<file path="src/rtl/page_quad_seq.sv">
// Sequencer for up to four leaf pages: drives per-leaf reset, start and resend
// strobes from a single command port and tracks per-leaf completion.
module page_quad_seq #(
    parameter int unsigned RST_CYCLES    = 16,
    parameter int unsigned SETTLE_CYCLES = 4,
    parameter int unsigned TIMEOUT       = 1024
) (
    input  logic       clk,
    input  logic       reset_n,
    input  logic       cmd_valid,
    input  logic [1:0] cmd_op,
    input  logic [3:0] cmd_mask,
    output logic       cmd_ready,
    input  logic [3:0] leaf_done,
    output logic [3:0] reset_leaf,
    output logic [3:0] ap_start_leaf,
    output logic [3:0] resend_leaf,
    output logic       busy,
    output logic       cmd_done,
    output logic       cmd_err,
    output logic [3:0] done_seen
);

    typedef enum logic [2:0] {
        S_IDLE,
        S_RST,
        S_SETTLE,
        S_START,
        S_WAIT,
        S_RESEND,
        S_DONE
    } state_t;

    localparam logic [1:0] OP_RESET  = 2'b00;
    localparam logic [1:0] OP_START  = 2'b01;
    localparam logic [1:0] OP_RESEND = 2'b10;
    localparam logic [1:0] OP_FULL   = 2'b11;

    // Terminal counts; the "- 1" values are only consulted when the count is non-zero.
    localparam logic [15:0] RST_LAST    = 16'(RST_CYCLES - 1);
    localparam logic [15:0] SETTLE_LAST = 16'(SETTLE_CYCLES - 1);
    localparam logic [15:0] TO_LAST     = 16'(TIMEOUT - 1);
    localparam bit          HAS_SETTLE  = (SETTLE_CYCLES != 0);
    localparam bit          HAS_TIMEOUT = (TIMEOUT != 0);

    state_t      state_q, state_d;
    logic [15:0] cnt_q, cnt_d;
    logic [1:0]  op_q, op_d;
    logic [3:0]  mask_q, mask_d;
    logic [3:0]  seen_d;
    logic        err_d;
    logic        accept;

    assign accept = cmd_valid && cmd_ready;

    always_comb begin
        state_d = state_q;
        cnt_d   = cnt_q;
        op_d    = op_q;
        mask_d  = mask_q;
        seen_d  = done_seen;
        err_d   = 1'b0;

        case (state_q)
            S_IDLE: begin
                if (accept) begin
                    op_d   = cmd_op;
                    mask_d = cmd_mask;
                    cnt_d  = '0;
                    if (cmd_mask == 4'b0000) begin
                        state_d = S_DONE;
                    end else begin
                        case (cmd_op)
                            OP_RESET:  state_d = S_RST;
                            OP_START:  state_d = S_START;
                            OP_RESEND: state_d = S_RESEND;
                            OP_FULL:   state_d = S_RST;
                            default:   state_d = S_IDLE;
                        endcase
                    end
                end
            end

            S_RST: begin
                if (cnt_q == RST_LAST) begin
                    cnt_d = '0;
                    if (op_q == OP_FULL) begin
                        state_d = HAS_SETTLE ? S_SETTLE : S_START;
                    end else begin
                        state_d = S_DONE;
                    end
                end else begin
                    cnt_d = cnt_q + 16'd1;
                end
            end

            S_SETTLE: begin
                if (cnt_q == SETTLE_LAST) begin
                    cnt_d   = '0;
                    state_d = S_START;
                end else begin
                    cnt_d = cnt_q + 16'd1;
                end
            end

            S_START: begin
                cnt_d   = '0;
                state_d = S_WAIT;
            end

            S_WAIT: begin
                // Completion is tested before timeout so a simultaneous finish reports success.
                seen_d = done_seen | (leaf_done & mask_q);
                if ((seen_d & mask_q) == mask_q) begin
                    state_d = S_DONE;
                end else if (HAS_TIMEOUT && (cnt_q == TO_LAST)) begin
                    state_d = S_DONE;
                    err_d   = 1'b1;
                end else begin
                    cnt_d = cnt_q + 16'd1;
                end
            end

            S_RESEND: state_d = S_DONE;

            S_DONE: state_d = S_IDLE;

            default: state_d = S_IDLE;
        endcase

        if (state_d == S_START) begin
            seen_d = 4'b0000;
        end
    end

    // State register and registered outputs, all decoded from the next state.
    always_ff @(posedge clk) begin
        if (!reset_n) begin
            state_q       <= S_IDLE;
            cnt_q         <= '0;
            op_q          <= OP_RESET;
            mask_q        <= 4'b0000;
            done_seen     <= 4'b0000;
            cmd_done      <= 1'b0;
            cmd_err       <= 1'b0;
            ap_start_leaf <= 4'b0000;
            resend_leaf   <= 4'b0000;
            reset_leaf    <= 4'b1111;
            cmd_ready     <= 1'b0;
            busy          <= 1'b0;
        end else begin
            state_q       <= state_d;
            cnt_q         <= cnt_d;
            op_q          <= op_d;
            mask_q        <= mask_d;
            done_seen     <= seen_d;
            cmd_done      <= (state_d == S_DONE);
            cmd_err       <= err_d;
            reset_leaf    <= (state_d == S_RST)    ? mask_d : 4'b0000;
            ap_start_leaf <= (state_d == S_START)  ? mask_d : 4'b0000;
            resend_leaf   <= (state_d == S_RESEND) ? mask_d : 4'b0000;
            cmd_ready     <= (state_d == S_IDLE);
            busy          <= (state_d != S_IDLE);
        end
    end

endmodule

</file>
<file path="config.mk">
export PLATFORM = sky130hd
export DESIGN_NAME = page_quad_seq
export DESIGN_NICKNAME = d
export VERILOG_FILES = /design/src/rtl/page_quad_seq.sv
export SDC_FILE = /design/constraint.sdc
export NUM_CORES = 1
export LEC_CHECK = 0
export BUFFER_PORTS_ARGS = -buffer_cell sky130_fd_sc_hd__buf_4
export CAP_MARGIN = 25
export CORE_ASPECT_RATIO = 0.5
export CORE_MARGIN = 10
export CORE_UTILIZATION = 40
export CTS_CLUSTER_SIZE = 25
export DETAILED_ROUTE_END_ITERATION = 8
export PLACE_DENSITY_LB_ADDON = 0.2
export SYNTH_ARGS = -nofsm -noshare
export SYNTH_HDL_FRONTEND = slang
export SYNTH_SLANG_ARGS = --single-unit
</file>
<file path="constraint.sdc">
create_clock -name clk -period 3.2 [get_ports clk]
set_input_delay 0.48 -clock clk [delete_from_list [all_inputs] [get_ports clk]]
set_output_delay 0.48 -clock clk [all_outputs]
set_load 0.02 [all_outputs]
</file>
After elaboration in Yosys (flattened, before gate mapping)
Index checks and enable logic that the tools add are counted. W data, S select, Z words.

Flip-flop bits (word level): 45. Latch bits: 0. RAM bits: 0. Memory bits (read-only): 0. Input bits: 13. Output and inout bits: 20. Word-level logic and storage cells: 71. Memories: 0.

Add/subtract/negate cells: 1. Multiply operators: 0. Div/mod/pow operators: 0. $lt $le $gt $ge: 0. Equal/unequal tests: 20. Shift operators: 0. Mux-type cells: 19. Bitwise gates (word level): 5. Reductions and logical operators: 14.

Operators by type and width (count): $mux W16 (5); $pmux W16 S5 (1); $mux W3 (7); $pmux W3 S6 (1); $add A16 B1 Y16 const B (1); $eq A16 B10 Y1 const B (1); $eq A16 B2 Y1 const B (1); $eq A16 B4 Y1 const B (1); $eq A3 B3 Y1 const B (4); $mux W4 (3); $eq A3 B2 Y1 const B (3); $pmux W3 S3 (1); $and A4 B4 Y4 (2); $eq A2 B2 Y1 const B (3); $eq A3 B1 Y1 const B (2); $logic_not A3 Y1 (2); $ne A2 B2 Y1 const B (3); $reduce_and A2 Y1 (3); $reduce_bool A5 Y1 (1); $eq A4 B4 Y1 (1); $logic_not A4 Y1 (1); $or A4 B4 Y4 (1); $reduce_and A4 Y1 (1); $reduce_or A2 Y1 (2); other kinds (7) (8).

Depth between registers and ports, before layout
Gate-level depths: netlist of the first run.

Word-level depth: 8. Depth in mapped cells: 8. Depth with buffers taken out: 7.

Least setup slack after synthesis of the first run
Ideal clock, no wire load.

Path type: reg2reg. Start point: register cnt_q[0]. End point: register resend_leaf[0]. Library setup time: 64 ps. Arrival time: 2035 ps. Required time: 3136 ps. Slack: 1101 ps. Stages on the path, launching flop included: 8. Buffers on the path: 0. Period minus slack after synthesis: 2099 ps. Cells stage by stage: dfxtp_1 ha_1 nor4b_4 nand4_1 nor3b_2 a21oi_1 or4_4 nor2_2.

Longest elaborated chain between the ends: 6. Elaborated cells between the ends (all ways): 10. Those cells by class: 4 x eq/ne; 5 x mux; 1 x reduce/logical.

Ends and longest elaborated chain: from (decl) (line 47) `logic [15:0] cnt_q, cnt_d;`; from (signal assigned) (line 153) `cnt_q <= cnt_d;`; $eq A16 B10 Y1 (line 116) `end else if (HAS_TIMEOUT && (cnt_q == TO_LAST)) begin`; $mux W3 (line 116); $mux W3 (line 114) `if ((seen_d & mask_q) == mask_q) begin`; $pmux W3 S6 (*) (line 64) `case (state_q)`; $eq A3 B3 Y1 (*) (line 161) `resend_leaf <= (state_d == S_RESEND) ? mask_d : 4'b0000;`; $reduce_and A2 Y1 (no line) (*); to (signal assigned) (line 161); to (decl) (line 17) `output logic [3:0] resend_leaf,`.

Every way passes the cells marked *; elsewhere a longest branch is shown, timed or not. A chain may end at the register's enable or synchronous reset.

Final worst setup path of the first run
Start point: register cnt_q[0]. End point: register resend_leaf[2].

The elaborated chain is that of the path after synthesis.

==> results.py, run 1 <==
metrics = {
    "cts": {
        "postCtsSetupRepairBufs": 0,
        "ctsHoldBuffers": 0,
        "cts.clk_slew.worst_paths_ns": 0.09,
        "numCtsBuffers": 5,
        "tritoncts": "yes",
        "cts_buffer_depth": 2,
        "post_cts_resized": 0,
        "clk_latency_ns": 0.30,
        "cts.sinks": 45,
        "cts_max_level": 2,
        "clockRootBuffer": "clkbuf_8",
    },
    "synthesis": {
        "synth-async-reset-ratio": 0,
        "synth_compound_area_frac": 0.172,
        "yosysSeqAreaShare": 0.454,
        "synth_edf_count": 0,
        "post_synth_instance_area_um2": 1980,
        "synth-xor-area-share": 0.0265,
        "synthMuxAreaShare": 0.0454,
        "synth_fa_ha_area_frac": 0.00631,
        "synthSimpleGateAreaFrac": 0.270,
        "yosysWarnings": 0,
        "netlist_instances": 219,
        "synth_ff_type": "dfxtp_1",
        "synth-seq-cells": 45,
        "yosysUniqueCellTypes": 45,
        "synth_area_per_cell_um2": 9.06,
        "syn_nets": 233,
        "synth_top_family_by_area": "simple AND/OR/NAND/NOR gates",
    },
    "cells_and_area": {
        "multiInputGateArea_um2": 1030,
        "fin_nets": 265,
        "drive_gt1_frac": 0.214,
        "final_cells": 318,
        "final_cell_mix": "dfxtp_1 (45), nor2_1 (35), buf_4 (33)",
        "area_growth_pct": 19.5,
        "fill_cells": 431,
        "diodes": 0,
        "postLayoutCoreUtil": 0.516,
        "final_common_cell": "dfxtp_1",
        "stdcell_area_um2": 2370,
        "final-seq-area_um2": 901,
    },
    "sta": {
        "whs_ns": 0.417,
        "tns_ns": 0,
        "min_period_ns": 2.41,
        "rsz0062_at_grt": "no",
        "maxSlewHeadroom": 0.550,
        "worstMarginPinSlew_ns": 0.670,
        "final_hold_viol_count": 0,
        "post-route-period-util": 0.752,
        "skew_ns": 0.00453,
        "fmax_ghz": 0.416,
        "setup-violations-final": 0,
        "setup_ws_ns": 0.794,
        "slew_violations": 0,
    },
    "worst_setup_path": {
        "max_stage_delay_ns": 0.58,
        "critPathKind": "reg -> reg",
        "critPathSlowestCell": "or4_4",
        "path_cells": "ha_1 > nor4b_4 > nand4_1 > nor3b_2 > a21oi_1 > or4_4 > nor2_2",
        "critPathMaxFanout": 6,
        "worstPathRequired_ns": 3.45,
        "path_buf_inv": 0,
        "crit_family": "simple AND/OR/NAND/NOR gates",
        "crit_path_start_kind": "register",
        "cp-end-kind": "register",
        "arrival_ns": 2.65,
    },
    "routing": {
        "viasPerCell": 5.31,
        "post-route-drc-count": 0,
        "finalWirelength_mm": 4.59,
        "wl_per_cell_um": 14.4,
        "dr.pass1.iters": 4,
        "drt_iter0_drc": 78,
        "ant_nets": 0,
        "vias": 1689,
    },
    "pwr": {
        "power_leakage_nw": 0.899,
        "p_clk_frac": 0.285,
        "p_total_mw": 1.30,
        "vdd_ir_drop_max_mv": 0.285,
        "switching_power_uw": 426,
        "combPwrFrac": 0.230,
        "pwr-share-seq": 0.485,
        "p_sw_frac": 0.328,
        "internal-power_uw": 873,
        "power_density_nw_per_um2": 547,
    },
    "grt": {
        "antenna_found_initial": 0,
        "gr-usage-all-layers": 0.109,
        "grt-ovfl-total": 0,
        "grt_pass1_vias": 1620,
        "grt_max_degree": 17,
        "grt_pass1_wl_mm": 7.80,
    },
    "min_path": {
        "hold_class": "in -> reg",
    },
    "job": {
        "cap_violations": 0,
    },
    "place": {
        "preCtsSetupSlack_ns": 0.831,
        "place_area_um2": 2280,
        "dpl.hpwl_mm": 3.48,
        "gp_congestion": 0.827,
        "io_buffers": 32,
        "dp.cells": 310,
    },
    "run_status": {
        "status": "complete, no violations",
    },
    "die": {
        "initial_core_util": 0.432,
        "die_x_um": 120,
        "fp.dieArea_um2": 8350,
        "core-area_um2": 4590,
        "num_rows": 17,
        "num_io_pins": 33,
        "die_h_um": 69.8,
    },
}
-- per-layer routing --
| metal | part of all wire | track usage |
|---|---|---|
| met5 | 0 | 0 |
| met4 | 0.0037 | 0.0355 |
| met3 | 0.038 | 0.0275 |
| met2 | 0.48 | 0.181 |
| met1 | 0.48 | 0.135 |
-- cell usage after synthesis, drive strengths merged (5+ instances only) --
library cell  instances  share of area
a21oi                11          0.028
mux2i                 9          0.045
buf                   5          0.013
xor2                  6          0.026
or3                   6          0.019
nor2                 39          0.079
dfxtp                45           0.45
a31oi                 5          0.016
nand2                11          0.021
and3                  5          0.016
o2111ai               5          0.025
o21ai                20          0.052
-- worst register-to-register path: stages (launching register included) --
cell	delay (ns)
dfxtp_1	0.37
ha_1	0.30
nor4b_4	0.30
nand4_1	0.20
nor3b_2	0.33
a21oi_1	0.17
or4_4	0.58
nor2_2	0.10
-- cell families after synthesis --
logic type / after synthesis
AND/OR/NAND/NOR: 94
AO/OA/AOI/OAI: 52
flip-flops: 45
buffers and inverters: 12
multiplexers: 9
XOR/XNOR: 6
adder cells (fa/ha/maj): 1
-- state kept, by name, indices dropped and copies added (netlist names) --
name           flops
cnt_q             16
ap_start_leaf      4
done_seen          4
mask_q             4
resend_leaf        4
reset_leaf         4
state_q            3
op_q               2
busy               1
cmd_done           1
cmd_err            1
cmd_ready          1
-- layout make-up --
class                           instances  share of cell area
Clock buffer                            5              0.0290
Clock inverter                          3              0.0105
Inverter                                4             0.00633
Multi-Input combinational cell        162               0.435
Sequential cell                        45               0.380
Tap cell                               66              0.0348
Timing Repair Buffer                   33               0.104
-- final timing paths --
| kind | start | endpoint | slack [ns] | depth (start not counted) |
|---|---|---|---|---|
| min reg2reg | op_q[0] | op_q[0] | 0.50 | 2 |
| max reg2reg | cnt_q[0] | resend_leaf[2] | 0.79 | 7 |
| min | reset_n | reset_leaf[1] | 0.42 | 2 |
| max | cnt_q[0] | resend_leaf[2] | 0.79 | 7 |
-- power groups by stage --
stage | Sequential, mW | Combinational, mW | Clock, mW
2_1_floorplan | 0.654 | 0.195 | 0
3_3_place_gp | 0.641 | 0.297 | 0
3_5_place_dp | 0.644 | 0.299 | 0
4_1_cts | 0.631 | 0.301 | 0.378
5_1_grt | 0.637 | 0.332 | 0.403
6_report | 0.630 | 0.299 | 0.370
(Power assumes the default switching activity.)
==> inputs of run 2 (changes only) <==
- clock period: 3.2 -> 1.9 ns (I/O delays scaled with it)
==> results.py, run 2 (synthesis results as in run 1) <==
metrics = {
    "place": {
        "preCtsSetupSlack_ns": -0.132,
        "io_buffers": 32,
        "dpl.hpwl_mm": 4.06,
        "gp_congestion": 0.886,
        "dp.cells": 351,
        "place_area_um2": 2640,
    },
    "routing": {
        "dr.pass1.iters": 4,
        "wl_per_cell_um": 15.1,
        "vias": 1902,
        "drt_iter0_drc": 76,
        "viasPerCell": 5.25,
        "finalWirelength_mm": 5.48,
        "ant_nets": 0,
        "post-route-drc-count": 0,
    },
    "cells_and_area": {
        "area_growth_pct": 48.5,
        "fin_nets": 309,
        "diodes": 0,
        "largest_reg_flops": 16,
        "final_common_cell": "buf_4",
        "final_cells": 362,
        "drive_gt1_frac": 0.443,
        "stdcell_area_um2": 2950,
        "postLayoutCoreUtil": 0.641,
        "regMostFlops": "cnt_q",
        "final_cell_mix": "buf_4 (70), dfxtp_1 (38), nor2_1 (29)",
    },
    "die": {
        "die_x_um": 120,
        "initial_core_util": 0.432,
        "num_rows": 17,
        "core-area_um2": 4590,
        "fp.dieArea_um2": 8350,
        "num_io_pins": 33,
        "die_h_um": 69.8,
    },
    "cts": {
        "cts_max_level": 2,
        "numCtsBuffers": 5,
        "cts_buffer_depth": 2,
        "cts.clk_slew.worst_paths_ns": 0.09,
        "clockRootBuffer": "clkbuf_8",
        "clk_latency_ns": 0.30,
        "tritoncts": "yes",
        "cts.sinks": 45,
    },
    "worst_setup_path": {
        "cp_num_cells": 7,
        "critPathMaxFanout": 4,
        "cp-end-kind": "register",
        "critPathKind": "reg -> reg",
        "path_buf_inv": 0,
        "max_stage_delay_ns": 0.56,
        "worstPathRequired_ns": 2.14,
        "critPathSlowestCell": "or4_4",
        "crit_family": "simple AND/OR/NAND/NOR gates",
        "reg2regPathDepth": 7,
        "path_cells": "ha_4 > nor4b_4 > nand4_1 > o21ai_0 > a211o_1 > or4_4 > nor2_2",
        "crit_path_start_kind": "register",
        "arrival_ns": 2.29,
    },
    "pwr": {
        "power_leakage_nw": 1.19,
        "power_density_nw_per_um2": 903,
        "p_total_mw": 2.66,
        "vdd_ir_drop_max_mv": 0.583,
    },
    "run_status": {
        "failed_checks": "setup timing",
        "status": "finished, violations left",
    },
    "min_path": {
        "hold_class": "in -> reg",
        "min_path_cells": 3,
    },
    "sta": {
        "worstMarginPinSlew_ns": 0.506,
        "whs_ns": 0.237,
        "post-route-period-util": 1.08,
        "skew_ns": 0.00992,
        "setup-violations-final": 20,
        "maxSlewHeadroom": 0.659,
        "final_hold_viol_count": 0,
        "fmax_ghz": 0.489,
        "tns_ns": -0.930,
        "setup_ws_ns": -0.145,
        "rsz0062_at_grt": "yes",
        "min_period_ns": 2.04,
        "slew_violations": 0,
    },
    "grt": {
        "grt_pass1_vias": 1900,
        "grt_pass1_wl_mm": 8.89,
        "grt-ovfl-total": 0,
        "antenna_found_initial": 0,
        "gr-usage-all-layers": 0.126,
        "grt_max_degree": 17,
    },
    "job": {
        "cap_violations": 0,
    },
}
-- run 2: cell types whose count changed in the layout (fill, tap and decap cells not counted), sizes merged --
cell,before,now
buf,33,76
clkbuf,5,7
inv,6,4
clkinv,0,1
-- run 2: what timing repair did --
action	4_1_cts	5_1_grt
endpoints found under the setup margin	30	36
pin swaps	5	15
gates cloned	0	1
hold buffers	0	0
setup buffers	2	1
gates resized for setup	14	32
-- run 2: worst paths after layout --
| kind | startpoint | slack (ns) | end |
|---|---|---|---|
| setup / recovery | cnt_q[1] | -0.14 | resend_leaf[0] |
| hold / removal | leaf_done[3] | 0.24 | done_seen[3] |
| setup reg to reg | cnt_q[1] | -0.14 | resend_leaf[0] |
| hold reg to reg | op_q[0] | 0.50 | op_q[0] |
-- run 2: metal layers --
| layer | up-vias | GRT usage | wire length (um) |
|---|---|---|---|
| met3 | 5 | 0.0445 | 233 |
| li1 | 953 | - | - |
| met1 | 921 | 0.150 | 2510 |
| met2 | 23 | 0.208 | 2700 |
| met5 | - | 0 | 0 |
| met4 | 0 | 0.0342 | 34 |
-- run 2: where the power goes --
part           switching, mW  internal, mW
combinational          0.459         0.450
sequential            0.0604          1.02
clock                  0.333         0.341
-- run 2: area by class of cell --
type                            instances  area, um^2
Fill cell                             392        1650
Multi-Input combinational cell        162        1200
Sequential cell                        45         915
Timing Repair Buffer                   77         627
Clock buffer                            6        93.8
Tap cell                               66        82.6
Clock inverter                          2        16.3
Inverter                                4        15.0
-- run 2: worst reg2reg max path, delay by kind of cell, from the launching register on --
family                   cells  cell delay [ns]
flip-flops                   1             0.34
adder cells (fa/ha/maj)      1             0.15
AO/OA/AOI/OAI                2             0.58
AND/OR/NAND/NOR              4             0.92
==> inputs of run 3 (changes only) <==
- ABC_AREA: not set -> 1
- PLACE_DENSITY_LB_ADDON: 0.2 -> not set
==> results.py, run 3 <==
metrics = {
    "sta": {
        "tns_ns": 0,
        "skew_ns": 0.00345,
        "rsz0062_at_grt": "no",
        "maxSlewHeadroom": 0.543,
        "worstMarginPinSlew_ns": 0.685,
        "min_period_ns": 1.77,
        "setup-violations-final": 0,
        "slew_violations": 0,
        "fmax_ghz": 0.564,
        "post-route-period-util": 0.934,
        "final_hold_viol_count": 0,
    },
    "routing": {
        "finalWirelength_mm": 6.29,
        "drt_iter0_drc": 113,
        "ant_nets": 0,
        "wl_per_cell_um": 13.0,
        "viasPerCell": 4.81,
        "post-route-drc-count": 0,
        "dr.pass1.iters": 4,
        "vias": 2321,
    },
    "die": {
        "fp.dieArea_um2": 9940,
        "die_h_um": 75.7,
        "num_io_pins": 33,
        "initial_core_util": 0.411,
        "die_x_um": 131,
        "num_rows": 20,
        "core-area_um2": 6030,
    },
    "cts": {
        "cts.sinks": 45,
        "clk_latency_ns": 0.29,
        "tritoncts": "yes",
        "clockRootBuffer": "clkbuf_16",
        "cts_max_level": 2,
        "cts.clk_slew.worst_paths_ns": 0.07,
        "cts_buffer_depth": 2,
        "ctsHoldBuffers": 0,
        "numCtsBuffers": 5,
    },
    "synthesis": {
        "synth_edf_count": 0,
        "netlist_instances": 355,
        "yosysMostFrequentCell": "nand2_1",
        "syn_nets": 369,
        "yosys-top-cells-count": "nand2_1 (95), dfxtp_1 (45), nor2_1 (45)",
        "yosysWarnings": 0,
        "synth_area_per_cell_um2": 6.98,
        "synthTopCellsByArea": "dfxtp_1 (36%), nand2_1 (14%), nor2_1 (6.8%)",
        "post_synth_instance_area_um2": 2480,
        "yosysSeqAreaShare": 0.363,
        "synthMuxAreaShare": 0,
        "synth_ff_type": "dfxtp_1",
        "synth_top_family_by_area": "simple AND/OR/NAND/NOR gates",
        "synth_compound_area_frac": 0.0979,
        "synth.largest_area_cell": "dfxtp_1",
        "synth-xor-area-share": 0.0177,
        "synth-async-reset-ratio": 0,
        "synth_fa_ha_area_frac": 0.00505,
        "yosysUniqueCellTypes": 37,
        "synth-seq-cells": 45,
        "yosysTopAreaCellShare": 0.363,
        "synthSimpleGateAreaFrac": 0.428,
    },
    "worst_setup_path": {
        "crit_path_start_kind": "register",
        "cp-end-kind": "register",
        "worstPathRequired_ns": 2.13,
        "critPathMaxFanout": 5,
        "arrival_ns": 2.00,
        "critPathKind": "reg -> reg",
    },
    "cells_and_area": {
        "largest_reg_flops": 16,
        "regMostFlops": "cnt_q",
        "final_common_cell": "nand2_1",
        "area_growth_pct": 22.7,
        "multiInputGateArea_um2": 1400,
        "fin_nets": 408,
        "drive_gt1_frac": 0.256,
        "diodes": 0,
        "final-seq-area_um2": 901,
        "final_cell_mix": "nand2_1 (95), dfxtp_1 (45), nor2_1 (44)",
        "fill_cells": 585,
    },
    "pwr": {
        "vdd_ir_drop_max_mv": 0.540,
        "p_total_mw": 3.06,
        "power_density_nw_per_um2": 1010,
        "power_leakage_nw": 1.31,
    },
    "grt": {
        "grt_pass1_vias": 2273,
        "grt_pass1_wl_mm": 10.5,
        "grt_max_degree": 17,
        "gr-usage-all-layers": 0.128,
        "antenna_found_initial": 0,
        "grt-ovfl-total": 0,
    },
    "job": {
        "cap_violations": 0,
    },
    "place": {
        "gp_congestion": 0.891,
        "io_buffers": 32,
        "dpl.hpwl_mm": 4.82,
    },
    "run_status": {
        "status": "complete, no violations",
    },
    "min_path": {
        "hold_class": "in -> reg",
    },
}
run 3: cell count changes after synthesis, sizes merged, moves of 5 or more:
cell     change
a21oi        +6
inv         +37
mux2i        -9
nand2       +92
nand3       +25
nor2        +19
nor3         +6
o2111ai      -5
o21ai        -7
or3          -6
run 3: worst max-delay path, cell delays in order, from the launching register on:
cell,delay [ns]
dfxtp_1,0.38
ha_2,0.26
nand3_4,0.13
nor2_4,0.17
nand2_1,0.10
nand2_2,0.10
nand2_2,0.07
nor2_4,0.15
inv_2,0.09
nand2_8,0.10
nand2_4,0.08
nor2_2,0.09
run 3: cell type report:
type | count | share of cell area
flip-flops and latches | 45 | 0.296
multi-input cells | 260 | 0.459
well taps | 88 | 0.0362
inverters | 41 | 0.0506
repair buffers | 41 | 0.101
clock buffers | 5 | 0.0412
clock inverters | 3 | 0.0156
run 3: cells by family (layout without fill, tap and decap cells):
group           Yosys count  after routing
fa+ha+maj                 1              1
buf+inv                  50             90
compound gates           39             39
flops                    45             45
xor+xnor                  5              5
simple gates            215            215
run 3: final timing paths:
path / startpoint / to / slack, ns / cells past startpoint
setup / recovery: cnt_q[0] / done_seen[3] / 0.13 / 11
hold / removal: cmd_op[0] / op_q[0] / 0.26 / 3
setup reg to reg: cnt_q[0] / done_seen[3] / 0.13 / 11
hold reg to reg: cnt_q[1] / cnt_q[1] / 0.50 / 2
run 3: metrics by stage:
| stage | instance area [um^2] | utilization | hold slack [ns] | cells | worst slack (ns) |
|---|---|---|---|---|---|
| finish | 3040 | 0.504 | 0.256 | 483 | 0.126 |
| global route | 3040 | 0.504 | 0.255 | 483 | 0.00720 |
| CTS | 3000 | 0.498 | 0.253 | 483 | 0.0570 |
| detailed placement | 2830 | 0.470 | 0.485 | 475 | 0.0663 |
| global placement | 2830 | 0.470 | 0.469 | 475 | 0.149 |
| floorplan | 2480 | - | 0.420 | 355 | 0.333 |
run 3: layer usage:
metal  routed length (um)  track usage
met1                 2940        0.150
met2                 2960        0.231
met3                  350       0.0368
met4                   42       0.0330
met5                    0            0
run 3: repair_timing:
| item | in CTS | in global routing |
|---|---|---|
| endpoints found under the hold margin | 0 | 0 |
| endpoints found under the setup margin | 0 | 25 |
| gates resized for setup | 0 | 7 |
| buffers inserted | 0 | 0 |
run 3: power by group:
group	total [mW]	switching (mW)	internal (mW)
clock	1.02	0.389	0.630
combinational	0.960	0.632	0.328
sequential	1.08	0.0576	1.02
